$ cat src/rtl/product_accumulator_pkg.sv
// Shared definitions for the product accumulator: FSM state encoding and
// default widths for the accumulator and beat-count fields.
package product_accumulator_pkg;

  localparam int ACC_W_DEF = 12;
  localparam int LEN_W_DEF = 4;

  typedef enum logic [1:0] {
    IDLE  = 2'd0,
    ACCUM = 2'd1,
    FLUSH = 2'd2,
    DONE  = 2'd3
  } state_t;

endpackage

$ cat src/rtl/product_accumulator_if.sv
// Run-control, operand and result handshake bundle of the product accumulator.
interface product_accumulator_if
  import product_accumulator_pkg::*;
#(
  parameter int ACC_W = ACC_W_DEF,
  parameter int LEN_W = LEN_W_DEF
);
  logic             start;
  logic [LEN_W-1:0] len;
  logic             in_valid;
  logic             in_ready;
  logic [3:0]       a;
  logic [3:0]       b;
  logic             out_valid;
  logic             out_ready;
  logic [ACC_W-1:0] sum;
  logic             busy;

  modport master (
    output start, len, in_valid, a, b, out_ready,
    input  in_ready, out_valid, sum, busy
  );

  modport slave (
    input  start, len, in_valid, a, b, out_ready,
    output in_ready, out_valid, sum, busy
  );
endinterface

$ cat src/rtl/fourbit_multiplier.sv
// Unsigned 4x4 -> 8 bit combinational multiplier built from shifted
// partial products.
module fourbit_multiplier (
  input  logic [3:0] i_a,
  input  logic [3:0] i_b,
  output logic [7:0] o_p
);
  logic [7:0] w_pp0;
  logic [7:0] w_pp1;
  logic [7:0] w_pp2;
  logic [7:0] w_pp3;

  assign w_pp0 = {4'b0000, i_a & {4{i_b[0]}}};
  assign w_pp1 = {3'b000,  i_a & {4{i_b[1]}}, 1'b0};
  assign w_pp2 = {2'b00,   i_a & {4{i_b[2]}}, 2'b00};
  assign w_pp3 = {1'b0,    i_a & {4{i_b[3]}}, 3'b000};
  assign o_p   = w_pp0 + w_pp1 + w_pp2 + w_pp3;
endmodule

$ cat src/rtl/product_accumulator.sv
// Accumulates a*b over a run of len beats (0 means 2**LEN_W), then presents
// the sum with a valid/ready handshake. Products are registered one stage
// (prod_r) before being added, so a FLUSH cycle drains the final product.
module product_accumulator
  import product_accumulator_pkg::*;
#(
  parameter int ACC_W = ACC_W_DEF,
  parameter int LEN_W = LEN_W_DEF
) (
  input  logic                clk,
  input  logic                rst_n,
  product_accumulator_if.slave bus
);
  state_t           r_state;
  state_t           w_state_nxt;
  logic [LEN_W:0]   r_cnt;
  logic [ACC_W-1:0] r_acc;
  logic [7:0]       r_prod;
  logic             r_prod_v;
  logic             r_in_ready;
  logic             r_out_valid;
  logic             r_busy;
  logic             w_in_ready_nxt;
  logic             w_out_valid_nxt;
  logic             w_busy_nxt;
  logic [7:0]       w_prod;
  logic             w_accept;
  logic             w_last;
  logic [LEN_W:0]   w_len_cnt;

  fourbit_multiplier u_mul (
    .i_a (bus.a),
    .i_b (bus.b),
    .o_p (w_prod)
  );

  // in_ready is registered from the next state, so it equals (state == ACCUM)
  assign w_accept  = bus.in_valid & r_in_ready;
  assign w_last    = w_accept & (r_cnt == {{LEN_W{1'b0}}, 1'b1});
  assign w_len_cnt = (bus.len == {LEN_W{1'b0}}) ? {1'b1, {LEN_W{1'b0}}}
                                                 : {1'b0, bus.len};

  // State register
  always_ff @(posedge clk) begin
    if (!rst_n) begin
      r_state <= IDLE;
    end else begin
      r_state <= w_state_nxt;
    end
  end

  // Next-state decode; DONE is left only once the consumer has seen out_valid
  always_comb begin
    w_state_nxt = r_state;
    case (r_state)
      IDLE:    if (bus.start) w_state_nxt = ACCUM; else w_state_nxt = IDLE;
      ACCUM:   if (w_last) w_state_nxt = FLUSH; else w_state_nxt = ACCUM;
      FLUSH:   w_state_nxt = DONE;
      DONE:    if (r_out_valid && bus.out_ready) w_state_nxt = IDLE;
               else w_state_nxt = DONE;
      default: w_state_nxt = IDLE;
    endcase
  end

  // Output decode; out_valid rises one cycle into DONE and drops on handshake
  always_comb begin
    w_in_ready_nxt  = (w_state_nxt == ACCUM);
    w_busy_nxt      = (w_state_nxt != IDLE);
    w_out_valid_nxt = 1'b0;
    if (r_state == DONE) begin
      w_out_valid_nxt = !(r_out_valid && bus.out_ready);
    end else begin
      w_out_valid_nxt = 1'b0;
    end
  end

  // Output registers
  always_ff @(posedge clk) begin
    if (!rst_n) begin
      r_in_ready  <= 1'b0;
      r_out_valid <= 1'b0;
      r_busy      <= 1'b0;
    end else begin
      r_in_ready  <= w_in_ready_nxt;
      r_out_valid <= w_out_valid_nxt;
      r_busy      <= w_busy_nxt;
    end
  end

  // Datapath: beat counter, product stage and accumulator
  always_ff @(posedge clk) begin
    if (!rst_n) begin
      r_cnt    <= {(LEN_W+1){1'b0}};
      r_acc    <= {ACC_W{1'b0}};
      r_prod   <= 8'd0;
      r_prod_v <= 1'b0;
    end else if ((r_state == IDLE) && bus.start) begin
      r_cnt    <= w_len_cnt;
      r_acc    <= {ACC_W{1'b0}};
      r_prod_v <= 1'b0;
    end else begin
      if (w_accept) begin
        r_prod   <= w_prod;
        r_prod_v <= 1'b1;
        r_cnt    <= r_cnt - {{LEN_W{1'b0}}, 1'b1};
      end else begin
        r_prod_v <= 1'b0;
      end
      if (r_prod_v) begin
        r_acc <= r_acc + {{(ACC_W-8){1'b0}}, r_prod};
      end else begin
        r_acc <= r_acc;
      end
    end
  end

  assign bus.in_ready  = r_in_ready;
  assign bus.out_valid = r_out_valid;
  assign bus.busy      = r_busy;
  assign bus.sum       = r_acc;
endmodule

$ cat src/flat_wrapper.sv
// flat-port wrapper written by rule: the top's interface ports become plain ports
module product_accumulator_flat import product_accumulator_pkg::*;
#(
  parameter int ACC_W = ACC_W_DEF,
  parameter int LEN_W = LEN_W_DEF
)
  (clk, rst_n, bus_start, bus_len, bus_in_valid, bus_a, bus_b, bus_out_ready, bus_in_ready, bus_out_valid, bus_sum, bus_busy);
  product_accumulator_if #(.ACC_W(ACC_W), .LEN_W(LEN_W)) bus_i ();
  input  logic clk;
  input  logic rst_n;
  input wire logic [$bits(bus_i.start)-1:0] bus_start;
  input wire logic [$bits(bus_i.len)-1:0] bus_len;
  input wire logic [$bits(bus_i.in_valid)-1:0] bus_in_valid;
  input wire logic [$bits(bus_i.a)-1:0] bus_a;
  input wire logic [$bits(bus_i.b)-1:0] bus_b;
  input wire logic [$bits(bus_i.out_ready)-1:0] bus_out_ready;
  output wire logic [$bits(bus_i.in_ready)-1:0] bus_in_ready;
  output wire logic [$bits(bus_i.out_valid)-1:0] bus_out_valid;
  output wire logic [$bits(bus_i.sum)-1:0] bus_sum;
  output wire logic [$bits(bus_i.busy)-1:0] bus_busy;
  assign bus_i.start = bus_start;
  assign bus_i.len = bus_len;
  assign bus_i.in_valid = bus_in_valid;
  assign bus_i.a = bus_a;
  assign bus_i.b = bus_b;
  assign bus_i.out_ready = bus_out_ready;
  assign bus_in_ready = bus_i.in_ready;
  assign bus_out_valid = bus_i.out_valid;
  assign bus_sum = bus_i.sum;
  assign bus_busy = bus_i.busy;
  product_accumulator #(.ACC_W(ACC_W), .LEN_W(LEN_W)) u_core (.clk(clk), .rst_n(rst_n), .bus(bus_i));
endmodule
$ cat config.mk
export PLATFORM = sky130hd
export DESIGN_NAME = product_accumulator_flat
export DESIGN_NICKNAME = d
export VERILOG_FILES = /design/src/rtl/product_accumulator_pkg.sv /design/src/rtl/product_accumulator_if.sv /design/src/rtl/fourbit_multiplier.sv /design/src/rtl/product_accumulator.sv /design/src/flat_wrapper.sv
export SDC_FILE = /design/constraint.sdc
export NUM_CORES = 1
export LEC_CHECK = 0
export CORE_ASPECT_RATIO = 0.5
export CORE_MARGIN = 2
export CORE_UTILIZATION = 35
export CTS_CLUSTER_DIAMETER = 50
export CTS_CLUSTER_SIZE = 40
export DETAILED_ROUTE_END_ITERATION = 6
export MAX_ROUTING_LAYER = met4
export PLACE_DENSITY = 0.65
export SYNTH_ARGS = -nofsm -noshare
export SYNTH_HDL_FRONTEND = slang
export SYNTH_SLANG_ARGS = --single-unit
$ cat constraint.sdc
create_clock -name clk -period 6.6 [get_ports clk]
set_clock_uncertainty 0.2 [all_clocks]
set_input_delay 1.32 -clock clk [delete_from_list [all_inputs] [get_ports clk]]
set_output_delay 1.32 -clock clk [all_outputs]
set_load 0.01 [all_outputs]
### Word level (Yosys, flattened, before mapping)

Index checks and enable logic that the tools add are counted.
Widths: inputs -> output; s select.

* eq/ne operators: 5
* bitwise gates (word level): 8
* $add $sub $neg: 5
* multiplexer cells: 8
* reductions and logical operators: 10

Operator list (count)
* $and 4x4->4: 4
* $mux 5: 3
* $add 12x8->12: 1
* $add 7x7->8: 1
* $pmux 2 s4: 1
* $add 6x6->7: 1
* $add 4x5->6: 1
* $eq 5x1->1 const B: 1
* $sub 5x1->5 const B: 1
* $eq 2x1->1 const B: 2
* $eq 2x2->1 const B: 2
* $logic_not 4->1: 1
* $mux 2: 2
* $reduce_and 2->1: 2
* $reduce_bool 2->1: 2
* $and 1x1->1: 2
* $logic_and 1x1->1: 2
* $logic_not 2->1: 1
* $mux 1: 2
* $not 1->1: 2
* $reduce_or 2->1: 1
* $logic_not 1->1: 1

* input bits: 17
* bits in registers: 31

### Longest topological paths before layout

Gate-level depths: netlist of run 1.

* depth in word-level cells: 5
* mapped depth: 13
* mapped depth without buffers: 13

### By module

A second synthesis of run 1 with hierarchy kept.

* cell total of the unflattened synthesis: 237
* area total of the unflattened synthesis: 2033.2 µm²

By module, submodules not included
* product_accumulator: cells each 195, sequential area each 620.6 µm², area an instance 1647.8 µm², instances 1
* fourbit_multiplier: cells each 42, sequential area each 0.0 µm², area an instance 385.4 µm², instances 1

### Worst setup path before layout of run 1

No wires, ideal clock.

* path type: input to register
* start: input port bus_b[0]
* end: register u_core.r_prod[7]
* slack: 2675 ps
* buffers on the path: 0
* arrival: 3607 ps
* cell stages on the path: 13
* cells stage by stage: and2_1 fa_1 inv_1 fa_1 inv_1 ha_1 inv_1 fa_1 inv_1 a21o_1 a21oi_1 xor2_1 o21ai_1

* word-level cells in the longest chain between the ends: 4

RTL lines
* start, declared: RTL line flat_wrapper.sv:15 `input wire logic [$bits(bus_i.b)-1:0] bus_b;`
* $and 4x4->4: RTL line fourbit_multiplier.sv:13 `assign w_pp0 = {4'b0000, i_a & {4{i_b[0]}}};`
* $add 4x5->6: RTL line fourbit_multiplier.sv:17 `assign o_p = w_pp0 + w_pp1 + w_pp2 + w_pp3;`
* $add 6x6->7: RTL line fourbit_multiplier.sv:17
* $add 7x7->8: RTL line fourbit_multiplier.sv:17
* end signal, assigned: RTL line product_accumulator.sv:103 `r_prod <= w_prod;`
* end, declared: RTL line product_accumulator.sv:18 `logic [7:0] r_prod;`

Every way passes these cells.
A chain may end at the register's enable or synchronous reset.

### Worst setup path after layout of run 1

Same ends and word-level chain as after synthesis.

==> metrics.md, run 1 <==
| Metric | Value |
|---|---|
| Simple-Gate Fraction of Synth Area | `between 20% and 30%` |
| WP buf/inv | `5` |
| Layout Nets | `300` |
| Commonest cells after routing, fill and taps aside | `31 x clkdlybuf4s50_1, 31 x dfxtp_1, 29 x nand2_1, 20 x ha_1, 13 x inv_1` |
| 1st-iter DRT viols | `53` |
| Cell Int Power | `approximately 310 uW` |
| Mux share of post-synthesis cell area | `roughly 1%` |
| HP Start | `u_core.r_prod[0]$_SDFFE_PN0P_` |
| Die area | `approximately 6200 um^2` |
| CP top delay family | `adder cells` |
| Num ports | `32` |
| Largest net degree at the start of global routing | `20` |
| Hold Vio Cnt, Final | `0` |
| Switching power | `roughly 110 uW` |
| Synth Area in Adders | `19.0%` |
| Multi-input gate area | `~1300 um^2` |
| Worst-path cell chain | `clkdlybuf4s50_1 -> and2_1 -> fa_1 -> inv_1 -> fa_1 -> inv_1 -> ha_1 -> inv_1 -> fa_1 -> inv_1 -> a21o_1 -> a21oi_1 -> xor2_1 -> o21ai_1` |
| P&R area growth vs syn | `23.8%` |
| Leakage | `0.00102 uW` |
| Vias in the first global route | `around 1500` |
| CTS buffer count | `5` |
| R2R setup slack | `4.19 ns` |
| Status | `complete, no violations` |
| Antenna violations before repair | `0` |
| Synth cell types | `37` |
| Hold path endpoint | `u_core.r_prod[0]$_SDFFE_PN0P_` |
| Setup TNS | `0 ns` |
| Clock-pin slew on the worst setup and hold paths | `~0.06 ns` |
| Worst reg2reg path depth | `8` |
| CTS tree | `built` |
| XOR/XNOR Fraction of Synth Area | `under 10%` |
| Hold Path Class | `reg2reg` |
| Least-Margin Pin Slew | `between 0.6 and 0.7 ns` |
| Max-slew headroom | `between 50% and 60%` |
| Post-CTS sizing | `0` |
| Slowest cell on the critical path | `fa_1` |
| Clock sinks | `31` |
| Total power | `424 uW` |
| Antenna Nets Post-Route | `0` |
| Clock latency at the later pin of the worst-skew pair | `approximately 0.28 ns` |
| Reg power frac | `between 40% and 50%` |
| Sequential element share of the synthesized area | `around a third` |
| Clock Path Buffers | `2` |
| N_diodes | `0` |
| Grt total ovfl | `0` |
| Fin crit period | `roughly 4.2 ns` |
| Yosys warns | `0` |
| Fraction of layout cells with a size suffix above 1 | `3.11%` |
| Core area | `5440 um^2` |
| Max incr delay on CP | `around 0.53 ns` |
| Syn Area/Cell | `between 8 and 9 um^2` |
| Die W | `110 um` |
| Switching share of total power | `a little over a quarter` |
| Number of placement rows | `19` |
| Postcts setup bufs | `0` |
| Final clock period utilization by the worst path | `between 60% and 70%` |
| Comb pwr share | `between 10% and 20%` |
| Area after DPL | `around 2300 um^2` |
| Fillers | `about 530` |
| Hold Crit Depth | `2` |
| Syn_nets | `between 200 and 300` |
| Max Clk Rate | `about 0.24 GHz` |
| Syn Inst Count | `about 230` |
| Die H | `56.8 um` |
| Largest family of logic cells by synthesized area | `simple AND/OR/NAND/NOR gates` |
| Reg area | `621 um^2` |
| WL final | `a little under 4 mm` |
| Hold buffer count at cts | `0` |
| Complex-gate fraction of the synthesized area | `17.0%` |
| Pwr dens | `~180 nW/um^2` |
| CTS Root Cell | `clkbuf_8` |
| Worst setup path class | `in2reg` |
| Starting Density | `35.9%` |
| Max Cap Viol | `0` |
| FF-to-FF End | `u_core.bus.sum[6]$_SDFFE_PP0P_` |
| Setup Viol. Count Final | `0` |
| DRC | `0` |
| VDD IR max | `0.0909 mV` |
| Max Transition Viols Final | `0` |
| Req. time, crit path | `roughly 6.6 ns` |
| Yosys reg bits | `31` |
| Hold_ws | `0.259 ns` |
| Clock share of power | `a little over a third` |
| Placer Congestion | `0.904` |
| Max FO, Critical Path | `4` |
| Via/cell ratio | `about 4.8` |
| DR WL/cell | `roughly 12 um` |
| Netlist Area Pre-Place | `between 1500 and 2000 um^2` |
| Worst reg2reg startpoint | `u_core.bus.sum[0]$_SDFFE_PP0P_` |
| H-tree levels | `2` |
| CP Capture Type | `flip-flop` |
| WP data arrival | `4.17 ns` |
| Vias | `approximately 1600` |
| RSZ-0062 raised after global routing | `no` |
| Startpoint Class | `primary input` |
| Fin area | `about 2400 um^2` |
| Drt first pass iters | `6` |
| GRT Overall Usage | `between 10% and 20%` |
| PortBufs | `31` |
| CP most frequent cell | `inv_1` |
| Global-route wire length before repair | `approximately 6.6 mm` |
| HPWL after DPL | `3.08 mm` |
Yosys cell counts:
cell | instances | area [um^2]
nand4_1 | 4 | 25.0
o22ai_1 | 1 | 6.26
dfxtp_1 | 31 | 621
nand3_1 | 9 | 45.0
o211ai_1 | 1 | 7.51
xnor2_1 | 6 | 52.6
a211oi_1 | 3 | 22.5
or4b_1 | 1 | 10.0
fa_1 | 6 | 120
or2_2 | 1 | 6.26
a21boi_1 | 5 | 37.5
nand2_1 | 29 | 109
mux2i_1 | 2 | 20.0
o211a_1 | 4 | 40.0
a21oi_1 | 12 | 60.1
clkbuf_1 | 5 | 18.8
nand2b_1 | 2 | 12.5
o21ai_0 | 4 | 20.0
o21ai_1 | 11 | 55.1
a31oi_1 | 1 | 6.26
inv_1 | 13 | 48.8
a21o_1 | 4 | 30.0
and2_1 | 12 | 75.1
a21boi_0 | 1 | 7.51
nor2b_1 | 1 | 6.26
xor2_1 | 8 | 70.1
nor2_1 | 10 | 37.5
a2111o_1 | 2 | 22.5
buf_2 | 1 | 5.00
nand4b_1 | 1 | 8.76
nand3b_1 | 5 | 37.5
nor3_1 | 2 | 10.0
and2b_1 | 1 | 7.51
ha_1 | 20 | 250
and3_1 | 2 | 12.5
o2111ai_1 | 2 | 17.5
nor4_1 | 2 | 12.5
kinds of logic (layout without fill, tap and decap cells):
group / count (synthesis) / in the layout
simple gates: 82 / 82
compound gates: 51 / 51
fa+ha+maj: 26 / 26
xor+xnor: 14 / 14
buf+inv: 19 / 51
mux: 2 / 2
flops: 31 / 31
how the worst max path moves through the flow:
stage	from	endpoint	slack [ns]	cells after the start
2_1_floorplan	bus_b[0]	u_core.r_prod[7]$_SDFFE_PN0P_	2.68	13
3_3_place_gp	bus_b[0]	u_core.r_prod[7]$_SDFFE_PN0P_	2.14	14
3_5_place_dp	bus_b[0]	u_core.r_prod[7]$_SDFFE_PN0P_	2.10	14
4_1_cts	bus_b[0]	u_core.r_prod[7]$_SDFFE_PN0P_	2.40	14
5_1_grt	bus_b[0]	u_core.r_prod[7]$_SDFFE_PN0P_	2.21	14
6_report	bus_b[0]	u_core.r_prod[7]$_SDFFE_PN0P_	2.40	14
stage by stage:
step                utilization, %  worst slack, ns  instances
global placement              42.8             2.14        323
detailed placement            42.8             2.10        323
floorplan                        -             2.68        225
CTS                           44.4             2.40        330
finish                        44.4             2.40        330
global route                  44.4             2.21        330
area by class of cell:
| cell class | count | area share, % |
|---|---|---|
| Clock buffer | 6 | 3.41 |
| Timing Repair Buffer | 31 | 12.8 |
| Multi-Input combinational cell | 175 | 52.1 |
| Sequential cell | 31 | 25.6 |
| Tap cell | 73 | 3.77 |
| Clock inverter | 1 | 0.207 |
| Inverter | 13 | 2.02 |
sequential cells by signal, indices dropped and copies added (netlist names):
| register | flops |
|---|---|
| u_core.r_state | 2 |
| u_core.r_cnt | 5 |
| u_core.r_prod_v | 1 |
| u_core.bus.out_valid | 1 |
| u_core.r_prod | 8 |
| u_core.bus.in_ready | 1 |
| u_core.bus.busy | 1 |
| u_core.bus.sum | 12 |
power by group through the flow:
stage | combinational, uW | clock, uW | sequential [uW]
finish | 73.3 | 151 | 200
floorplan | 49.7 | 0 | 203
detailed placement | 73.1 | 0 | 204
global placement | 72.1 | 0 | 204
global route | 84.6 | 164 | 201
CTS | 73.8 | 156 | 200
per-layer routing:
metal  vias up  wire (um)  track usage [%]
li1        855          -                -
met1       712       2030             17.8
met2        15       1780             21.9
met3         6        112             3.48
met4         0         35             4.34
met5         -          0                -
worst reg2reg max path: cells and delay by family (launching register included):
kind	cells	cell delay (ns)
and+or+nand+nor	4	1.02
AOI/OAI and AO/OA	1	0.09
DFF	1	0.37
buffers and inverters	1	0.06
adders and majority gates	2	0.61
Power figures use the tool's default switching activity.
==> inputs of run 2 (changes only) <==
==> constraint.sdc (replaced) <==
create_clock -name clk -period 4.09 [get_ports clk]
set_clock_uncertainty 0.2 [all_clocks]
set_input_delay 0.818 -clock clk [delete_from_list [all_inputs] [get_ports clk]]
set_output_delay 0.818 -clock clk [all_outputs]
set_load 0.01 [all_outputs]
==> run 2 against run 1 <==
  * Global-route usage up 0.86 points
  * Highest routed layer unchanged
  * First-iteration DRC count down 43%
  * Critical path type unchanged
  * Sequential share of layout area down 0.079 points
  * Design area up 0.31%
  * Critical path depth unchanged
  * Clock power up 63%
  * Via count up 1.8%
  * Non-clock buffer count up 1
  * Sequential cell count unchanged
==> metrics.md, run 2 (same netlist as run 1, synthesis figures left out) <==
| Metric | Value |
|---|---|
| CTS buffer count | `5 (unchanged)` |
| Num ports | `32 (unchanged)` |
| WP data arrival | `3.71 ns (-0.46 ns)` |
| Fillers | `521 (-1.3%)` |
| Max incr delay on CP | `0.53 ns (about the same)` |
| Die H | `56.8 um (unchanged)` |
| Hold buffer count at cts | `0 (unchanged)` |
| Worst reg2reg path depth | `8 (unchanged)` |
| Commonest cells after routing, fill and taps aside | `31 x clkdlybuf4s50_1, 31 x dfxtp_1, 29 x nand2_1, 20 x ha_1, 13 x inv_1` |
| Status | `complete, no violations` |
| Vias | `1617 (+1.8%)` |
| Setup Viol. Count Final | `0 (unchanged)` |
| Grt total ovfl | `0 (unchanged)` |
| Placer Congestion | `0.903 (-0.13%)` |
| Placed insts | `324 (+0.31%)` |
| Number of placement rows | `19 (unchanged)` |
| Post-CTS sizing | `0 (unchanged)` |
| Drt first pass iters | `4 (-2)` |
| Clock sinks | `31 (unchanged)` |
| Worst-path cell chain | `clkdlybuf4s50_1 -> and2_1 -> fa_1 -> inv_1 -> fa_1 -> inv_1 -> ha_1 -> inv_1 -> fa_1 -> inv_1 -> a21o_1 -> a21oi_1 -> xor2_1 -> o21ai_1` |
| CTS Root Cell | `clkbuf_8` |
| Max FO, Critical Path | `4 (unchanged)` |
| Cell Count, Final, Fillers Out | `331 (+0.30%)` |
| Clock-pin slew on the worst setup and hold paths | `0.07 ns (about the same)` |
| HPWL after DPL | `3.14 mm (+2.0%)` |
| H-tree levels | `2 (unchanged)` |
| Hold Path Class | `reg2reg` |
| N_diodes | `0 (unchanged)` |
| Postcts setup bufs | `0 (unchanged)` |
| Fraction of layout cells with a size suffix above 1 | `3.49% (+0.38 points)` |
| Pwr dens | `284 nW/um^2 (+62%)` |
| Max Clk Rate | `0.268 GHz` |
| RSZ-0062 raised after global routing | `no` |
| Req. time, crit path | `4.06 ns (-2.51 ns)` |
| CP Capture Type | `flip-flop` |
| Hold Vio Cnt, Final | `0 (unchanged)` |
| Worst setup path class | `in2reg` |
| Largest net degree at the start of global routing | `20 (unchanged)` |
| P&R area growth vs syn | `24.2%` |
| CTS tree | `built` |
| Leakage | `0.00102 uW (+0.47%)` |
| Slowest cell on the critical path | `fa_1` |
| WP buf/inv | `5 (unchanged)` |
| Critical Path Stages | `14 (unchanged)` |
| Die area | `6230 um^2 (unchanged)` |
| Hold Crit Depth | `2 (unchanged)` |
| Startpoint Class | `primary input` |
| 1st-iter DRT viols | `30 (-43%)` |
| Max reg flops | `12 (unchanged)` |
| Least-Margin Pin Slew | `0.637 ns (+0.0353 ns)` |
| Global-route wire length before repair | `7.03 mm (+6.4%)` |
| PortBufs | `31 (unchanged)` |
| Max Cap Viol | `0 (unchanged)` |
| Hold_ws | `0.256 ns (-0.00209 ns)` |
| WL final | `4.10 mm (+3.4%)` |
| DR WL/cell | `12.4 um (+3.1%)` |
| GRT Overall Usage | `14.8% (+0.86 points)` |
| Fin crit period | `approximately 3.7 ns` |
| Antenna Nets Post-Route | `0 (unchanged)` |
| Final clock period utilization by the worst path | `between 90% and 100%` |
| Clock latency at the later pin of the worst-skew pair | `0.27 ns (about the same)` |
| Clock Path Buffers | `2 (unchanged)` |
| DRC | `0 (unchanged)` |
| Setup TNS | `0 ns (unchanged)` |
| Starting Density | `35.9% (unchanged)` |
| VDD IR max | `0.146 mV (+60%)` |
| Via/cell ratio | `4.89 (+1.5%)` |
| Total power | `689 uW (+62%)` |
| Vias in the first global route | `1577 (+5.3%)` |
| Max Transition Viols Final | `0 (unchanged)` |
| CP top delay family | `adder cells` |
| Max-slew headroom | `57.5% (-2.4 points)` |
| Die W | `110 um (unchanged)` |
| Antenna violations before repair | `0 (unchanged)` |
| Core area | `5440 um^2 (unchanged)` |
| Layout Nets | `301 (+0.33%)` |
| CP most frequent cell | `inv_1` |
[run 2: worst register-to-register path: cells and delay by family, from the launching register on]
family / cells / cell delay (ns)
buffers and inverters: 1 / 0.07
AOI/OAI and AO/OA: 1 / 0.09
DFF: 1 / 0.36
and+or+nand+nor: 4 / 1.03
adders and majority gates: 2 / 0.61
[run 2: stage by stage]
| stage | util, % | area (um^2) | setup slack (ns) |
|---|---|---|---|
| floorplan | - | 1950 | 0.667 |
| global placement | 43.0 | 2340 | 0.134 |
| detailed placement | 43.0 | 2340 | 0.0491 |
| CTS | 44.6 | 2430 | 0.335 |
| global route | 44.6 | 2430 | 0.153 |
| finish | 44.6 | 2430 | 0.352 |
[run 2: final cells by class]
type	instances	area [um^2]	area share (%)
Multi-Input combinational cell	175	1260	52.0
Sequential cell	31	621	25.6
Clock inverter	1	5.00	0.206
Tap cell	73	91.3	3.76
Timing Repair Buffer	32	318	13.1
Clock buffer	6	82.6	3.40
Inverter	13	48.8	2.01
[run 2: report_power, final]
group	internal, uW	switching, uW	leakage (uW)
clock	132	114	0.0000470
sequential	313	9.65	0.000252
combinational	59.1	61.3	0.000725
total	504	185	0.00102
[run 2: path summary, 6_finish.rpt]
| path | from | end | slack [ns] |
|---|---|---|---|
| worst max-delay path | bus_b[0] | u_core.r_prod[7]$_SDFFE_PN0P_ | 0.35 |
| worst min-delay path | u_core.r_prod[0]$_SDFFE_PN0P_ | u_core.r_prod[0]$_SDFFE_PN0P_ | 0.26 |
| worst max register to register | u_core.bus.sum[0]$_SDFFE_PP0P_ | u_core.bus.sum[6]$_SDFFE_PP0P_ | 1.68 |
| worst min register to register | u_core.r_prod[0]$_SDFFE_PN0P_ | u_core.r_prod[0]$_SDFFE_PN0P_ | 0.26 |
[run 2: routing by layer]
metal  GRT usage (%)  vias up  part of all wire (%)
met5               -        -                     0
met4            4.88        0                   1.1
met3            4.18        6                   3.9
met2            22.8       31                    46
met1            18.9      726                    49
li1                -      854                     -
